### src/rtl/uart_tx_scheduler_pkg.sv
// Shared definitions for the UART transmit scheduler: state encodings and sizing helpers.
package uart_tx_scheduler_pkg;

  typedef enum logic [2:0] {
    TXS_IDLE      = 3'd0,
    TXS_LAUNCH    = 3'd1,
    TXS_WAIT_ACK  = 3'd2,
    TXS_WAIT_DONE = 3'd3,
    TXS_GAP       = 3'd4
  } txs_state_t;

  function automatic int max_int(input int a, input int b);
    return (a > b) ? a : b;
  endfunction

endpackage

### src/rtl/uart_tx_scheduler_rr_arbiter.sv
// Combinational round-robin pick: first asserted request at or after ptr, wrapping mod NREQ.
module rr_arbiter #(
  parameter int NREQ = 4,
  localparam int IDX_W = $clog2(NREQ)
) (
  input  logic [NREQ-1:0]  req,
  input  logic [IDX_W-1:0] ptr,
  output logic [NREQ-1:0]  grant,
  output logic [IDX_W-1:0] index,
  output logic             valid
);

  int pos;

  // Walk offsets from farthest to nearest so the nearest asserted request wins.
  always_comb begin
    grant = '0;
    index = '0;
    valid = 1'b0;
    pos   = 0;
    for (int i = NREQ - 1; i >= 0; i--) begin
      pos = int'(ptr) + i;
      if (pos >= NREQ) pos = pos - NREQ;
      if (req[IDX_W'(pos)]) begin
        index = IDX_W'(pos);
        valid = 1'b1;
      end
    end
    if (valid) grant[index] = 1'b1;
  end

endmodule

### src/rtl/uart_tx_scheduler.sv
// Shares one UART transmitter among NREQ byte requesters with round-robin arbitration,
// start/ack handshake, completion reporting and an inter-frame gap.
module uart_tx_scheduler
  import uart_tx_scheduler_pkg::*;
#(
  parameter int NREQ        = 4,
  parameter int DATA_W      = 8,
  parameter int ACK_TIMEOUT = 8,
  parameter int GAP_CYCLES  = 16
) (
  input  logic                   CLK,
  input  logic                   RESET,
  input  logic [NREQ-1:0]        REQ,
  input  logic [NREQ*DATA_W-1:0] DATA,
  output logic [NREQ-1:0]        GNT,
  output logic [DATA_W-1:0]      TX_DATA,
  output logic                   TX_START,
  input  logic                   TX_BUSY,
  output logic                   DONE,
  output logic [2:0]             DONE_ID,
  output logic                   ERR,
  output logic                   BUSY
);

  localparam int IDX_W = $clog2(NREQ);
  localparam int CNT_W = $clog2(max_int(ACK_TIMEOUT, GAP_CYCLES) + 1);
  localparam logic [CNT_W-1:0] ACK_LAST = CNT_W'(ACK_TIMEOUT - 1);
  localparam logic [CNT_W-1:0] GAP_LAST = CNT_W'((GAP_CYCLES > 0) ? GAP_CYCLES - 1 : 0);

  txs_state_t       state;
  logic [IDX_W-1:0] ptr;
  logic [IDX_W-1:0] next_ptr;
  logic [IDX_W-1:0] win_index;
  logic [NREQ-1:0]  win_grant;
  logic             win_valid;
  logic [2:0]       owner;
  logic [CNT_W-1:0] cnt;

  rr_arbiter #(.NREQ(NREQ)) u_arb (
    .req   (REQ),
    .ptr   (ptr),
    .grant (win_grant),
    .index (win_index),
    .valid (win_valid)
  );

  assign next_ptr = (int'(win_index) == NREQ - 1) ? '0 : win_index + 1'b1;

  // Pulses default low every cycle; each state raises at most one of them.
  always_ff @(posedge CLK or negedge RESET) begin
    if (!RESET) begin
      state    <= TXS_IDLE;
      GNT      <= '0;
      TX_DATA  <= '0;
      TX_START <= 1'b0;
      DONE     <= 1'b0;
      DONE_ID  <= '0;
      ERR      <= 1'b0;
      BUSY     <= 1'b0;
      ptr      <= '0;
      owner    <= '0;
      cnt      <= '0;
    end else begin
      GNT      <= '0;
      TX_START <= 1'b0;
      DONE     <= 1'b0;
      ERR      <= 1'b0;
      case (state)
        TXS_IDLE: begin
          if (win_valid && !TX_BUSY) begin
            GNT     <= win_grant;
            TX_DATA <= DATA[int'(win_index)*DATA_W +: DATA_W];
            owner   <= 3'(win_index);
            ptr     <= next_ptr;
            cnt     <= '0;
            BUSY    <= 1'b1;
            state   <= TXS_LAUNCH;
          end
        end
        TXS_LAUNCH: begin
          TX_START <= 1'b1;
          cnt      <= '0;
          state    <= TXS_WAIT_ACK;
        end
        TXS_WAIT_ACK: begin
          if (TX_BUSY) begin
            cnt   <= '0;
            state <= TXS_WAIT_DONE;
          end else if (cnt == ACK_LAST) begin
            ERR     <= 1'b1;
            DONE_ID <= owner;
            cnt     <= '0;
            BUSY    <= 1'b0;
            state   <= TXS_IDLE;
          end else begin
            cnt <= cnt + 1'b1;
          end
        end
        TXS_WAIT_DONE: begin
          if (!TX_BUSY) begin
            DONE    <= 1'b1;
            DONE_ID <= owner;
            cnt     <= '0;
            if (GAP_CYCLES > 0) begin
              state <= TXS_GAP;
            end else begin
              BUSY  <= 1'b0;
              state <= TXS_IDLE;
            end
          end
        end
        TXS_GAP: begin
          if (cnt == GAP_LAST) begin
            cnt   <= '0;
            BUSY  <= 1'b0;
            state <= TXS_IDLE;
          end else begin
            cnt <= cnt + 1'b1;
          end
        end
        default: begin
          cnt   <= '0;
          BUSY  <= 1'b0;
          state <= TXS_IDLE;
        end
      endcase
    end
  end

endmodule
### config.mk
export PLATFORM = sky130hd
export DESIGN_NAME = uart_tx_scheduler
export DESIGN_NICKNAME = d
export VERILOG_FILES = /design/src/rtl/uart_tx_scheduler_pkg.sv /design/src/rtl/uart_tx_scheduler_rr_arbiter.sv /design/src/rtl/uart_tx_scheduler.sv
export SDC_FILE = /design/constraint.sdc
export NUM_CORES = 1
export LEC_CHECK = 0
export CORE_UTILIZATION = 40
export DETAILED_ROUTE_END_ITERATION = 10
export PLACE_DENSITY = 0.76
export SLEW_MARGIN = 20
export SYNTH_ARGS = -nofsm -noshare
export SYNTH_HDL_FRONTEND = slang
export SYNTH_SLANG_ARGS = --single-unit
### constraint.sdc
create_clock -name CLK -period 1.9 [get_ports CLK]
set_input_delay 0.38 -clock CLK [delete_from_list [all_inputs] [get_ports CLK]]
set_output_delay 0.38 -clock CLK [all_outputs]
set_load 0.02 [all_outputs]
==> metrics.txt <==
status=finished, final reports clean; crit path launch type=input pin; number of synthesized flops with an enable pin=0; Setup WS post-layout=~73 ps; Clock Sink Count=30; global-route usage over all layers=a little over a fifth; synthesized cell area=between 0.0015 and 0.002 mm2; GPL Wtd Cong=approximately 0.82; async set-reset flop share out of synthesis=between 90% and 100%; TritonCTS clock tree=yes; DRC viols=0; minimum clock period=around 1800 ps; WL met3=approximately 250 um; DRT Pass-1 Iters=4; post-DP HPWL=~3.2 mm; largest net degree at the start of global routing=31; final hold viol count=0; Post-synth top cells=nand2_1, dfrtp_1, nor2_1; CP Max Fanout=4; DIE WIDTH=around 66 um; hold_buf cts=0; Clk pwr share=about 16%; Slew Viols, Final=0; R2R Path Start=ptr[1]; Final period util=a little over nine tenths; crit path from=REQ[0]; Yosys warning count=0; combinational power share=between 50% and 60%; CP endpoint kind=flip-flop; P_sw=roughly 1200 uW; RSZ-0062 raised after global routing=true; CORE AREA=approximately 0.0038 mm2; Reg power frac=about 32%; Power Dens Cells=between 1000 and 1500 mW/mm2; top post-synthesis cells by area=dfrtp_1, nand2_1, o221a_2; Layout fillers=335; Sw Ratio=a little under two fifths; Setup Buffers After CTS=0; post-synth top area cell=dfrtp_1; initial antenna violation count=0; Setup WS pre-CTS=-341 ps; final setup fails=0; vias post-DR=between 1500 and 2000; Worst Path Required=2060 ps; Mapped Nets=approximately 220; post-route ant nets=0; WL met1=~1.8 mm; Leakage=~0.0011 uW; gr ovfl total=0; Met2 Routed Length=~2.1 mm; Top FF cell, synth=dfrtp_1; antenna diode count=0; uppermost layer routed=met4; most frequent cell after synthesis=nand2_1; maximum clock insertion buffer count=2; #FFs+latches synth=30; Int Power=~2000 uW; Max-cap violations=0; proportion of layout cells with a drive suffix above 1=between 20% and 30%; Distinct cells, synth=40; Clock Tree Root=clkbuf_8; die area=between 0.004 and 0.005 mm2; routed len/inst=around 14 um; Layout area overhead=50.1%; clock latency at the later pin of the worst-skew pair=between 200 and 300 ps; VDD IR-drop max=roughly 0.85 mV; first-pass GRT wire length=6.89 mm; IO Count=58; via/cell ratio=between 5 and 6; Max Freq=0.547 GHz; IO buf count=56; DIE HEIGHT=~66 um; Hold Crit Class=input pin to asynchronous set/reset pin; DRT iter0 DRCs=roughly 130; vias in the first global route=1509; Rows=22; Synth top area share=45.5%; TritonCTS Buffers=5; WP data arrival=1990 ps; syn_area_per_cell=around 9.2 um2; Clock Skews=6.99 ps; Core Util, Final=65.2%; Syn Inst Count=180; critical path class=input pin to flip-flop; Final nets=roughly 300; sequential-to-total area share from yosys stat=between 40% and 50%; DRT Wirelength=approximately 4.3 mm; H-Tree Depth=2; Initial Util=between 40% and 50%; clk slew on worst S/H paths=~60 ps
kinds of logic (layout without fill, tap and decap cells):
kind of cell,after synthesis,count (layout),share of synthesized area [%]
simple gates,88,88,25.3
compound gates,37,37,17.6
flops,30,30,45.5
buf+inv,18,93,6.98
fa+ha+maj,4,4,3.04
mux,2,2,1.29
other cells,1,1,0.227
final timing paths:
check	end	slack [ps]	cells after the start
max	ptr[1]	70	8
min reg2reg	DONE_ID[1]	500	2
max reg2reg	ptr[1]	180	5
max in group asynchronous	state[1]	1120	2
min in group CLK	DONE_ID[1]	500	2
min	cnt[0]	490	2
stage by stage:
| step | instance area [um2] | hold WS (ps) | setup TNS (ps) | power, uW | instances |
|---|---|---|---|---|---|
| floorplan | 1650 | 84.4 | 0 | 2010 | 180 |
| global placement | 2350 | 471 | -2910 | 2630 | 295 |
| detailed placement | 2350 | 482 | -4360 | 2670 | 295 |
| CTS | 2450 | 497 | 0 | 3220 | 303 |
| global route | 2470 | 523 | -11.6 | 3460 | 303 |
| finish | 2470 | 493 | 0 | 3230 | 303 |
routing by layer:
| metal | track usage (%) | up-vias |
|---|---|---|
| met2 | 33.5 | 54 |
| met5 | 0 | - |
| met3 | 4.66 | 7 |
| met1 | 27.9 | 742 |
| li1 | - | 778 |
| met4 | 7.71 | 0 |
registers in the layout, summed over array words and instances, names as in the netlist:
name and cells:
BUSY 1, DONE 1, DONE_ID 2, ERR 1
GNT 4, TX_DATA 8, TX_START 1, cnt 5
owner 2, ptr 2, state 3
cells in the final DEF (no fill, tap or decap), types with 6 or more instances in the layout:
cell type        netlist  routed
o21ai_0               12      11
nand4_1                8       8
clkdlybuf4s50_1        0      55
buf_4                  1      21
o221a_2                8       8
nand2_1               45      45
dfrtp_1               30      30
clkbuf_8               0       6
a21oi_1                6       6
inv_1                  6       6
nor2_1                13      13
cell type report:
type	count	area, um2	area share [%]
Multi-Input combinational cell	132	813	32.9
Sequential cell	30	751	30.3
Timing Repair Buffer	77	721	29.1
Clock buffer	6	82.6	3.34
Tap cell	48	60.1	2.43
Inverter	8	35.0	1.42
Clock inverter	2	12.5	0.506
worst max-delay path, cell delays in order:
cell and delay (ps):
clkdlybuf4s50_1 480, buf_4 130, a21oi_1 60, o21a_1 180
o22ai_2 180, inv_2 50, ha_1 260, mux2_2 260
power by group through the flow:
stage / Clock (uW) / Combinational (uW) / Sequential (uW)
2_1_floorplan: 0 / 833 / 1170
3_3_place_gp: 0 / 1600 / 1020
3_5_place_dp: 0 / 1640 / 1030
4_1_cts: 542 / 1650 / 1030
5_1_grt: 578 / 1820 / 1060
6_report: 530 / 1660 / 1030
timing repair:
item,4_1_cts,5_1_grt
endpoints found under the hold margin,0,0
setup endpoints to repair,1,15
resized for setup,2,6
Power figures use the tool's default switching activity.
